$ cat src/rtl/mc_ctrl_pkg.sv
// rtl/mc_ctrl_pkg.sv - shared states, opcodes and select encodings for the multicycle RV32I control FSM
package mc_ctrl_pkg;

  typedef enum logic [3:0] {
    S_FETCH    = 4'd0,
    S_DECODE   = 4'd1,
    S_MEMADR   = 4'd2,
    S_MEMREAD  = 4'd3,
    S_MEMWB    = 4'd4,
    S_MEMWRITE = 4'd5,
    S_EXECR    = 4'd6,
    S_ALUWB    = 4'd7,
    S_EXECI    = 4'd8,
    S_JAL      = 4'd9,
    S_BRANCH   = 4'd10,
    S_LUI      = 4'd11,
    S_AUIPC    = 4'd12,
    S_JALRADR  = 4'd13,
    S_FAULT    = 4'd14
  } state_t;

  localparam logic [6:0] OP_LOAD   = 7'b0000011;
  localparam logic [6:0] OP_STORE  = 7'b0100011;
  localparam logic [6:0] OP_RTYPE  = 7'b0110011;
  localparam logic [6:0] OP_ITYPE  = 7'b0010011;
  localparam logic [6:0] OP_BRANCH = 7'b1100011;
  localparam logic [6:0] OP_JAL    = 7'b1101111;
  localparam logic [6:0] OP_JALR   = 7'b1100111;
  localparam logic [6:0] OP_LUI    = 7'b0110111;
  localparam logic [6:0] OP_AUIPC  = 7'b0010111;

  localparam logic [1:0] RES_ALUOUT    = 2'b00;
  localparam logic [1:0] RES_DATA      = 2'b01;
  localparam logic [1:0] RES_ALURESULT = 2'b10;

  localparam logic [1:0] ALUOP_ADD    = 2'b00;
  localparam logic [1:0] ALUOP_BRANCH = 2'b01;
  localparam logic [1:0] ALUOP_FUNCT  = 2'b10;

  localparam logic [1:0] SRCA_PC    = 2'b00;
  localparam logic [1:0] SRCA_OLDPC = 2'b01;
  localparam logic [1:0] SRCA_RS1   = 2'b10;
  localparam logic [1:0] SRCA_ZERO  = 2'b11;

  localparam logic [1:0] SRCB_RS2  = 2'b00;
  localparam logic [1:0] SRCB_IMM  = 2'b01;
  localparam logic [1:0] SRCB_FOUR = 2'b10;

  localparam logic [2:0] F3_BEQ  = 3'b000;
  localparam logic [2:0] F3_BNE  = 3'b001;
  localparam logic [2:0] F3_BLT  = 3'b100;
  localparam logic [2:0] F3_BGE  = 3'b101;
  localparam logic [2:0] F3_BLTU = 3'b110;
  localparam logic [2:0] F3_BGEU = 3'b111;

  // One-hot {bgeu,bltu,bge,blt,bne,beq}; non-branch codes give 0.
  function automatic logic [5:0] branch_onehot(input logic [2:0] f3);
    logic [5:0] bt;
    bt = 6'b000000;
    case (f3)
      F3_BEQ:  bt = 6'b000001;
      F3_BNE:  bt = 6'b000010;
      F3_BLT:  bt = 6'b000100;
      F3_BGE:  bt = 6'b001000;
      F3_BLTU: bt = 6'b010000;
      F3_BGEU: bt = 6'b100000;
      default: bt = 6'b000000;
    endcase
    return bt;
  endfunction

endpackage

$ cat src/rtl/mc_wait_timer.sv
// rtl/mc_wait_timer.sv - memory wait-state counter; expired flags the cycle a stalled access must give up
module mc_wait_timer #(
  parameter int MEM_TIMEOUT = 15
) (
  input  logic clk,
  input  logic reset,
  input  logic clear,
  input  logic wait_en,
  output logic expired
);

  localparam int W = (MEM_TIMEOUT > 0) ? $clog2(MEM_TIMEOUT + 1) : 1;
  localparam logic [W-1:0] LIMIT = W'(MEM_TIMEOUT);

  logic [W-1:0] count;

  // Saturates at LIMIT so a zero-timeout build never wraps.
  always_ff @(posedge clk or negedge reset) begin
    if (!reset) begin
      count <= '0;
    end else if (clear) begin
      count <= '0;
    end else if (wait_en && (count != LIMIT)) begin
      count <= count + 1'b1;
    end
  end

  assign expired = (MEM_TIMEOUT > 0) && wait_en && (count == LIMIT);

endmodule

$ cat src/rtl/mc_main_ctrl.sv
// rtl/mc_main_ctrl.sv - multicycle RV32I main control FSM with memory handshake and sticky fault
// Optional retired-instruction counter enabled by defining INSTRET_CNT_EN.
module mc_main_ctrl
  import mc_ctrl_pkg::*;
#(
  parameter int MEM_TIMEOUT = 15,
  parameter int CNT_W       = 32
) (
  input  logic             clk,
  input  logic             reset,
  input  logic [6:0]       opcode,
  input  logic [2:0]       funct3,
  input  logic             mem_ready,
  output logic             mem_req,
  output logic [1:0]       ResultSrc,
  output logic [1:0]       ALUOp,
  output logic [1:0]       ALUSrcA,
  output logic [1:0]       ALUSrcB,
  output logic             RegWrite,
  output logic             PCUpdate,
  output logic             AddrSrc,
  output logic             MemWrite,
  output logic             IRWrite,
  output logic [5:0]       branch_type,
  output logic             fault,
  output logic [3:0]       state_o,
  output logic [CNT_W-1:0] instret
);

  state_t state, state_next;
  logic   expired, wait_en, wait_clear;
  logic   req_d, reg_write_d, pc_update_d, mem_write_d, ir_write_d;

  always_ff @(posedge clk or negedge reset) begin
    if (!reset) begin
      state <= S_FETCH;
    end else begin
      state <= state_next;
    end
  end

  assign wait_en    = ((state == S_FETCH) || (state == S_MEMREAD) || (state == S_MEMWRITE)) && !mem_ready;
  // Any state change restarts the count, covering MEMWRITE -> FETCH back-to-back accesses.
  assign wait_clear = (state_next != state);

  mc_wait_timer #(.MEM_TIMEOUT(MEM_TIMEOUT)) u_wait_timer (
    .clk     (clk),
    .reset   (reset),
    .clear   (wait_clear),
    .wait_en (wait_en),
    .expired (expired)
  );

  always_comb begin
    state_next  = state;
    req_d       = 1'b0;
    reg_write_d = 1'b0;
    pc_update_d = 1'b0;
    mem_write_d = 1'b0;
    ir_write_d  = 1'b0;
    AddrSrc     = 1'b0;
    ResultSrc   = RES_ALUOUT;
    ALUOp       = ALUOP_ADD;
    ALUSrcA     = SRCA_PC;
    ALUSrcB     = SRCB_RS2;
    branch_type = 6'b000000;
    fault       = 1'b0;
    case (state)
      S_FETCH: begin
        req_d       = 1'b1;
        ALUSrcA     = SRCA_PC;
        ALUSrcB     = SRCB_FOUR;
        ALUOp       = ALUOP_ADD;
        ResultSrc   = RES_ALURESULT;
        ir_write_d  = mem_ready;
        pc_update_d = mem_ready;
        if (mem_ready)    state_next = S_DECODE;
        else if (expired) state_next = S_FAULT;
      end
      S_DECODE: begin
        ALUSrcA = SRCA_OLDPC;
        ALUSrcB = SRCB_IMM;
        case (opcode)
          OP_LOAD, OP_STORE: state_next = S_MEMADR;
          OP_RTYPE:          state_next = S_EXECR;
          OP_ITYPE:          state_next = S_EXECI;
          OP_BRANCH:         state_next = (funct3[2:1] == 2'b01) ? S_FAULT : S_BRANCH;
          OP_JAL:            state_next = S_JAL;
          OP_JALR:           state_next = S_JALRADR;
          OP_LUI:            state_next = S_LUI;
          OP_AUIPC:          state_next = S_AUIPC;
          default:           state_next = S_FAULT;
        endcase
      end
      S_MEMADR: begin
        ALUSrcA    = SRCA_RS1;
        ALUSrcB    = SRCB_IMM;
        state_next = (opcode == OP_LOAD) ? S_MEMREAD : S_MEMWRITE;
      end
      S_MEMREAD: begin
        req_d   = 1'b1;
        AddrSrc = 1'b1;
        if (mem_ready)    state_next = S_MEMWB;
        else if (expired) state_next = S_FAULT;
      end
      S_MEMWB: begin
        ResultSrc   = RES_DATA;
        reg_write_d = 1'b1;
        state_next  = S_FETCH;
      end
      S_MEMWRITE: begin
        req_d       = 1'b1;
        AddrSrc     = 1'b1;
        mem_write_d = 1'b1;
        if (mem_ready)    state_next = S_FETCH;
        else if (expired) state_next = S_FAULT;
      end
      S_EXECR: begin
        ALUSrcA    = SRCA_RS1;
        ALUSrcB    = SRCB_RS2;
        ALUOp      = ALUOP_FUNCT;
        state_next = S_ALUWB;
      end
      S_EXECI: begin
        ALUSrcA    = SRCA_RS1;
        ALUSrcB    = SRCB_IMM;
        ALUOp      = ALUOP_FUNCT;
        state_next = S_ALUWB;
      end
      S_LUI: begin
        ALUSrcA    = SRCA_ZERO;
        ALUSrcB    = SRCB_IMM;
        state_next = S_ALUWB;
      end
      S_AUIPC: begin
        ALUSrcA    = SRCA_OLDPC;
        ALUSrcB    = SRCB_IMM;
        state_next = S_ALUWB;
      end
      S_ALUWB: begin
        ResultSrc   = RES_ALUOUT;
        reg_write_d = 1'b1;
        state_next  = S_FETCH;
      end
      S_JAL: begin
        // PC takes the target from ALUOut while the ALU forms OldPC+4 for rd.
        ALUSrcA     = SRCA_OLDPC;
        ALUSrcB     = SRCB_FOUR;
        ResultSrc   = RES_ALUOUT;
        pc_update_d = 1'b1;
        state_next  = S_ALUWB;
      end
      S_JALRADR: begin
        ALUSrcA    = SRCA_RS1;
        ALUSrcB    = SRCB_IMM;
        state_next = S_JAL;
      end
      S_BRANCH: begin
        ALUSrcA     = SRCA_RS1;
        ALUSrcB     = SRCB_RS2;
        ALUOp       = ALUOP_BRANCH;
        ResultSrc   = RES_ALUOUT;
        branch_type = branch_onehot(funct3);
        state_next  = S_FETCH;
      end
      S_FAULT: begin
        fault      = 1'b1;
        state_next = S_FAULT;
      end
      default: state_next = S_FAULT;
    endcase
  end

  // Strobes are masked by reset directly so an access is abandoned the instant reset falls.
  assign mem_req  = reset & req_d;
  assign RegWrite = reset & reg_write_d;
  assign PCUpdate = reset & pc_update_d;
  assign MemWrite = reset & mem_write_d;
  assign IRWrite  = reset & ir_write_d;
  assign state_o  = state;

`ifdef INSTRET_CNT_EN
  logic [CNT_W-1:0] instret_q;

  always_ff @(posedge clk or negedge reset) begin
    if (!reset) begin
      instret_q <= '0;
    end else if ((state_next == S_FETCH) && (state != S_FETCH) && (state != S_FAULT)) begin
      instret_q <= instret_q + 1'b1;
    end
  end

  assign instret = instret_q;
`else
  assign instret = '0;
`endif

endmodule

$ cat config.mk
export PLATFORM = sky130hd
export DESIGN_NAME = mc_main_ctrl
export DESIGN_NICKNAME = d
export VERILOG_FILES = /design/src/rtl/mc_ctrl_pkg.sv /design/src/rtl/mc_wait_timer.sv /design/src/rtl/mc_main_ctrl.sv
export SDC_FILE = /design/constraint.sdc
export NUM_CORES = 1
export LEC_CHECK = 0
export CAP_MARGIN = 10
export CORE_MARGIN = 5
export CORE_UTILIZATION = 42
export CTS_CLUSTER_SIZE = 25
export DETAILED_ROUTE_END_ITERATION = 6
export PLACE_DENSITY = 0.95
export SYNTH_ARGS = -nofsm -noshare
export SYNTH_HDL_FRONTEND = slang
export SYNTH_SLANG_ARGS = --single-unit
$ cat constraint.sdc
create_clock -name clk -period 5.8 [get_ports clk]
set_clock_uncertainty 0.15 [all_clocks]
set_input_delay 1.16 -clock clk [delete_from_list [all_inputs] [get_ports clk]]
set_output_delay 1.16 -clock clk [all_outputs]
set_load 0.005 [all_outputs]
## Yosys cells after proc, flatten, opt, wreduce, memory -nomap -nowiden

Index checks and enable logic that the tools add are counted.

- Bits of input ports: 13
- Flip-flop bits (word level): 8
- Word-level logic and storage cells: 83

- Reductions and logical operators: 20
- Equality and inequality tests: 32
- Add/sub/neg operators: 1
- Mux-type cells: 23
- Bitwise operators: 5

Operator list:

| cell | count |
|---|---|
| $pmux 4 s8 | 2 |
| $pmux 6 s6 | 1 |
| $eq 4x4->1 const B | 8 |
| $mux 4 | 6 |
| $eq 7x6->1 const B | 3 |
| $eq 7x7->1 const B | 3 |
| $eq 4x3->1 const B | 4 |
| $eq 7x5->1 const B | 2 |
| $eq 3x3->1 const B | 4 |
| $pmux 2 s2 | 3 |
| $reduce_or 2->1 | 5 |
| $reduce_or 5->1 | 2 |
| $reduce_or 3->1 | 3 |
| $eq 4x2->1 const B | 2 |
| $eq 7x2->1 const B | 1 |
| $mux 1 | 6 |
| $mux 3 | 2 |
| $mux 6 | 1 |
| $pmux 2 s3 | 1 |
| $reduce_or 6->1 | 1 |
| $and 1x1->1 | 5 |
| $add 4x1->4 const B | 1 |
| $eq 4x1->1 const B | 1 |
| $logic_not 4->1 | 1 |
| other kinds (10) | 13 |

## Depth between registers and ports, before layout

Gate-level depths: netlist of the first run.

- Depth after elaboration: 10
- Depth in mapped cells: 10
- Depth with buffers taken out: 9

## Modules after synthesis

A second synthesis of the first run with hierarchy kept.

- Cells, all modules: 172
- Area, all modules: 1318.8 µm²

Modules (own cells, without submodules):

| module | cells an instance | instances | seq. area each (µm²) | area an instance (µm²) |
|---|---|---|---|---|
| mc_main_ctrl | 151 | 1 | 100.1 | 1079.8 |
| mc_wait_timer | 21 | 1 | 100.1 | 239.0 |

## Worst setup path after synthesis of the first run

OpenSTA, ideal clock, no wires.

- Path kind: input-to-output
- From: input port mem_ready
- To: output port PCUpdate
- Cell stages on the path: 3
- Slack: 2.998 ns
- Path buffers: 0
- Arrival time: 1.492 ns
- Data required time: 4.490 ns
- Cells stage by stage: nand2_1 o21ai_0 and3_1

- Longest elaborated chain between the ends: 2

RTL lines:

| item | RTL line | source |
|---|---|---|
| from (decl) | mc_main_ctrl.sv:13 | `input logic mem_ready,` |
| $pmux 1 s2 | mc_main_ctrl.sv:68 | `case (state)` |
| $and 1x1->1 | mc_main_ctrl.sv:177 | `assign PCUpdate = reset & pc_update_d;` |
| to (decl) | mc_main_ctrl.sv:20 | `output logic PCUpdate,` |

No other way between the ends.

## Worst setup path after layout of the first run

- From: input port reset
- To: output port RegWrite

- Longest elaborated chain between the ends: 1

RTL lines:

| item | RTL line | source |
|---|---|---|
| from (decl) | mc_main_ctrl.sv:10 | `input logic reset,` |
| $and 1x1->1 | mc_main_ctrl.sv:176 | `assign RegWrite = reset & reg_write_d;` |
| to (decl) | mc_main_ctrl.sv:19 | `output logic RegWrite,` |

No other way between the ends.

==> results.cfg, run 1 <==
[yosys]
synth_cell_types = 46
syn_inst = 171
synth_area_per_cell_sq_um = 7.25
netlist_area_sq_mm = 0.00124
async_flop_share = 1.00
seq_area_frac_synth = 0.161
synth_ff_type = dfrtp_1
synth_warnings = 0
synth_edf_count = 0
synth-seq-cells = 8

[global_routing]
antenna_found_initial = 0
grt_pass1_vias = 1030
grt_max_degree = 24
grt_pass1_wl_mm = 4.79
grt_overflow = 0
grt.total_usage = 0.137

[hold_path]
hp-class = flip-flop to flip-flop
whs_path_depth = 2

[worst_setup_path]
worstPathMaxFanout = 12
cp-end-kind = output pin
cp-start-kind = input port
reg2reg_from = state_o[1]
cp-endpoint = RegWrite
rrSetupSlack_ns = 2.82
crit_type = input port to output pin
worstRegToRegCells = 9
setup.worst_path.start = reset
crit_required_ns = 4.49
cp.arrival_ns = 2.82
r2r-end = u_wait_timer.count[0]

[placed_design]
place_hpwl_mm = 2.43
place_congestion = 0.825
place_ws_ns = 1.62
buffer_ports.inserted = 37
placed_area_sq_mm = 0.00149

[power_and_ir_drop]
pwr-share-comb = 0.709
p_leak_uw = 0.000652
power_uw = 656
p_int_uw = 342
power.net_switching_uw = 314
power_frac_seq = 0.226
switching_share = 0.478
p_per_area_mw_per_mm2 = 434
vdd_drop_max_mv = 0.390
p_clk_frac = 0.065

[floorplanning]
initial_core_util = 0.446
die_w_um = 64.3
ios = 70
num_rows = 19
core-area_sq_mm = 0.00278
dieArea_sq_mm = 0.00414
die_y_um = 64.3

[timing]
drv_slew = 0
grt_setup_unrepaired = no
post-route-period-util = 0.712
final.setup.worst_slack_ns = 1.67
setup_viol = 0
timing.final.hold_violations = 0
relSlewSlack = 0.575
worst_pin_slew_ns = 0.637
finalHoldWorstSlack_ns = 0.492
setup_tns_ns = 0
achievable-frequency_mhz = 242
fin_crit_ns = 4.13

[clocking]
cts_tree = yes
cts_hold_buffers = 0
ctsResizeCount = 0
clk_path_buf_depth = 2
cts_setup_buffers = 0
path_clk_slew_ns = 0.05
clk_latency_ns = 0.26
cts_buffers = 3
clock-sinks = 8
cts_root_buffer = clkbuf_4
cts.htree.levels = 1

[cells_and_area]
nets = 220
fin_area_sq_mm = 0.00151
drive_gt1_frac = 0.0343
mostFrequentLayoutCells = clkdlybuf4s50_1, conb_1, nor2_1
syn_to_final_growth_pct = 21.9
diodes = 0
nFillCells = 276
final_common_cell = clkdlybuf4s50_1

[drt]
drt_first_pass_iters = 4
num_vias = 1232
vias_per_cell = 5.24
wl_per_cell_um = 13.0
drc = 0
wirelength_mm = 3.06
drtIter0Drc = 89
ant_nets = 0

[status]
status = complete, no violations

[job]
maxCapViolations = 0
[flip-flops by register name (all words and copies together) (netlist names)]
signal and cells:
u_wait_timer.count 4, state_o 4
[synth_stat cells, types with 2 or more instances]
| cell type | count | area share |
|---|---|---|
| nor2b_1 | 7 | 0.035 |
| nor2_1 | 16 | 0.048 |
| nor3_1 | 13 | 0.052 |
| nand2b_1 | 2 | 0.010 |
| nand3b_1 | 3 | 0.018 |
| a21oi_1 | 6 | 0.024 |
| a2111oi_0 | 2 | 0.014 |
| buf_2 | 2 | 0.0081 |
| o21ai_0 | 10 | 0.040 |
| mux2i_1 | 4 | 0.032 |
| nand3_1 | 4 | 0.016 |
| nand2_1 | 11 | 0.033 |
| dfrtp_1 | 8 | 0.16 |
| clkbuf_1 | 2 | 0.0061 |
| nor4_1 | 4 | 0.020 |
| and3_1 | 4 | 0.020 |
| inv_1 | 7 | 0.021 |
| xor2_1 | 4 | 0.028 |
| buf_4 | 33 | 0.20 |
| and2_1 | 3 | 0.015 |
[layer usage]
metal / share of wire / vias up / global-route usage
li1: - / 614 / -
met1: 0.40 / 541 / 0.176
met2: 0.49 / 73 / 0.240
met3: 0.099 / 4 / 0.0140
met4: 0.0075 / 0 / 0.0382
met5: 0 / - / 0
[power by group through the flow]
stage               Clock [uW]  Combinational [uW]  Sequential, uW
detailed placement           0                 461             147
floorplan                    0                 346            94.3
CTS                       43.9                 464             147
finish                    42.8                 465             148
global placement             0                 449             145
global route              45.8                 514             155
[per-stage QoR]
| stage | util | std cells |
|---|---|---|
| floorplan | - | 202 |
| global placement | 0.535 | 232 |
| CTS | 0.543 | 235 |
| finish | 0.543 | 235 |
| detailed placement | 0.535 | 232 |
| global route | 0.543 | 235 |
[layout make-up]
cell class	instances	area, sq um	share of cell area
clock buffer	3	22.5	0.0149
inverter	7	26.3	0.0174
multi-input combinational	149	853	0.565
sequential	8	200	0.132
tap	31	38.8	0.0257
timing repair buffer	37	370	0.245
[worst max-delay path, stage by stage]
cell	delay (ns)
clkdlybuf4s50_1	0.75
nand2_1	0.14
nor3b_1	0.22
clkdlybuf4s50_1	0.55
[worst min-delay path by stage]
| stage | from | to | slack [ns] |
|---|---|---|---|
| after floorplan | u_wait_timer.count[0] | u_wait_timer.count[0] | 0.40 |
| after global placement | u_wait_timer.count[0] | u_wait_timer.count[0] | 0.43 |
| after detailed placement | u_wait_timer.count[0] | u_wait_timer.count[0] | 0.46 |
| after CTS | u_wait_timer.count[0] | u_wait_timer.count[0] | 0.49 |
| after global routing | u_wait_timer.count[0] | u_wait_timer.count[0] | 0.52 |
| final | u_wait_timer.count[1] | u_wait_timer.count[1] | 0.49 |
[cells by family (layout without fill, tap and decap cells)]
| kind of cell | after synthesis | in the layout | synth area share |
|---|---|---|---|
| xor+xnor | 5 | 5 | 0.0353 |
| simple gates | 74 | 74 | 0.323 |
| flops | 8 | 8 | 0.161 |
| buf+inv | 45 | 47 | 0.244 |
| fa+ha+maj | 1 | 1 | 0.0101 |
| compound gates | 33 | 33 | 0.191 |
| other cells | 1 | 32 | 0.00302 |
| mux | 4 | 4 | 0.0323 |
(Power assumes the default switching activity.)
==> run 2, diff against run 1 <==
--- a/config.mk
+++ b/config.mk
@@ -7,10 +7,10 @@
 export LEC_CHECK = 0
 export CAP_MARGIN = 10
 export CORE_MARGIN = 5
-export CORE_UTILIZATION = 42
+export CORE_UTILIZATION = 39
 export CTS_CLUSTER_SIZE = 25
 export DETAILED_ROUTE_END_ITERATION = 6
-export PLACE_DENSITY = 0.95
+export PLACE_DENSITY = 0.9
 export SYNTH_ARGS = -nofsm -noshare
 export SYNTH_HDL_FRONTEND = slang
 export SYNTH_SLANG_ARGS = --single-unit
==> constraint.sdc (replaced) <==
create_clock -name clk -period 4.04 [get_ports clk]
set_clock_uncertainty 0.15 [all_clocks]
set_input_delay 0.808 -clock clk [delete_from_list [all_inputs] [get_ports clk]]
set_output_delay 0.808 -clock clk [all_outputs]
set_load 0.005 [all_outputs]
==> results.cfg, run 2 (synthesis results as in run 1) <==
[power_and_ir_drop]
power.net_switching_uw = 436
p_int_uw = 498
power_frac_seq = 0.202
p_clk_frac = 0.065
p_leak_uw = 0.000662
pwr-share-comb = 0.733
switching_share = 0.467
vdd_drop_max_mv = 0.179
p_per_area_mw_per_mm2 = 605

[clocking]
cts.htree.levels = 1
ctsResizeCount = 0
cts_tree = yes
clock-sinks = 8
cts_buffers = 3
cts_setup_buffers = 0
cts_root_buffer = clkbuf_4
clk_latency_ns = 0.25
path_clk_slew_ns = 0.06
clk_path_buf_depth = 2
cts_hold_buffers = 0

[worst_setup_path]
cp.arrival_ns = 2.33
cp-start-kind = flip-flop
setup.worst_path.start = state_o[3]
cp-endpoint = branch_type[4]
cp.depth = 6
cp-end-kind = output pin
crit_required_ns = 3.08
slowest_stage = dfrtp_1
worstRegToRegCells = 7
path_cells = nor2b_1 > nand2_1 > inv_1 > nand2_1 > nor3_1 > clkdlybuf4s50_1
worstPathMaxFanout = 17
rrSetupSlack_ns = 1.41
path_delay_family = simple AND/OR/NAND/NOR gates
crit_type = flip-flop to output pin
slowest_delay_ns = 0.68
path_buf_inv = 2
cp_common_cell = nand2_1
r2r-end = u_wait_timer.count[0]
reg2reg_from = state_o[0]

[cells_and_area]
final_common_cell = clkdlybuf4s50_1
drive_gt1_frac = 0.0437
diodes = 0
nFillCells = 317
syn_to_final_growth_pct = 24.4
mostFrequentLayoutCells = clkdlybuf4s50_1, conb_1, nor2_1
nets = 222
instances_no_fill = 250

[floorplanning]
initial_core_util = 0.406
ios = 70
core-area_sq_mm = 0.00305
dieArea_sq_mm = 0.00441
die_y_um = 66.4
die_w_um = 66.4
num_rows = 20

[drt]
num_vias = 1248
wl_per_cell_um = 12.3
vias_per_cell = 4.99
drt_first_pass_iters = 4
drtIter0Drc = 169
ant_nets = 0
wirelength_mm = 3.08
drc = 0

[timing]
grt_setup_unrepaired = no
post-route-period-util = 0.815
finalHoldWorstSlack_ns = 0.451
setup_viol = 0
drv_slew = 0
final.setup.worst_slack_ns = 0.747
worst_pin_slew_ns = 0.619
fin_crit_ns = 3.29
setup_tns_ns = 0
relSlewSlack = 0.587
achievable-frequency_mhz = 304
timing.final.hold_violations = 0

[global_routing]
grt.total_usage = 0.134
antenna_found_initial = 0
grt_max_degree = 24
grt_overflow = 0
top_usage_layer = met2
gr-usage-met3 = 0.0204
use_met1 = 0.159
grt_pass1_vias = 1048
use_met2 = 0.257
grt_pass1_wl_mm = 4.77

[placed_design]
place_ws_ns = 0.844
place_inst = 247
buffer_ports.inserted = 37
place_hpwl_mm = 2.53
place_congestion = 0.852

[status]
status = complete, no violations

[hold_path]
hp-class = flip-flop to flip-flop

[job]
maxCapViolations = 0
## run 2: worst register-to-register path: cells and delay by family (launching register included)
| family | cells | cell delay [ns] |
|---|---|---|
| flops | 1 | 0.74 |
| compound gates | 4 | 1.02 |
| simple gates | 3 | 0.65 |
## run 2: worst min path at each step
stage                                     start                    end  slack (ns)  cells past startpoint
after floorplan                           reset             state_o[0]        0.36                      0
after global placement    u_wait_timer.count[0]  u_wait_timer.count[0]        0.43                      2
after detailed placement  u_wait_timer.count[0]  u_wait_timer.count[0]        0.44                      2
after CTS                 u_wait_timer.count[0]  u_wait_timer.count[0]        0.45                      2
after global routing      u_wait_timer.count[0]  u_wait_timer.count[0]        0.49                      2
final                     u_wait_timer.count[0]  u_wait_timer.count[0]        0.45                      2
## run 2: metal layers
layer,part of all wire,up-vias,wire length (um)
met5,0,-,0
met4,0,0,0
met3,0.082,0,251
met2,0.52,60,1610
met1,0.40,571,1220
li1,-,617,-
## run 2: metrics by stage
step | cell area (sq um) | util | power [uW]
floorplan | 1360 | - | 633
global placement | 1520 | 0.498 | 859
detailed placement | 1520 | 0.498 | 871
CTS | 1540 | 0.505 | 936
global route | 1540 | 0.505 | 1020
finish | 1540 | 0.505 | 934
## run 2: layout make-up
type	instances	area (sq um)	area share
tap	44	55.1	0.0357
multi-input combinational	149	853	0.553
clock buffer	3	22.5	0.0146
sequential	8	200	0.130
inverter	7	26.3	0.0170
timing repair buffer	39	385	0.250
## run 2: power by group through the flow
stage | Combinational (uW) | Sequential (uW) | Clock, uW
finish | 684 | 188 | 60.6
global route | 756 | 196 | 69.2
CTS | 686 | 187 | 62.7
detailed placement | 683 | 188 | 0
global placement | 673 | 186 | 0
floorplan | 497 | 135 | 0
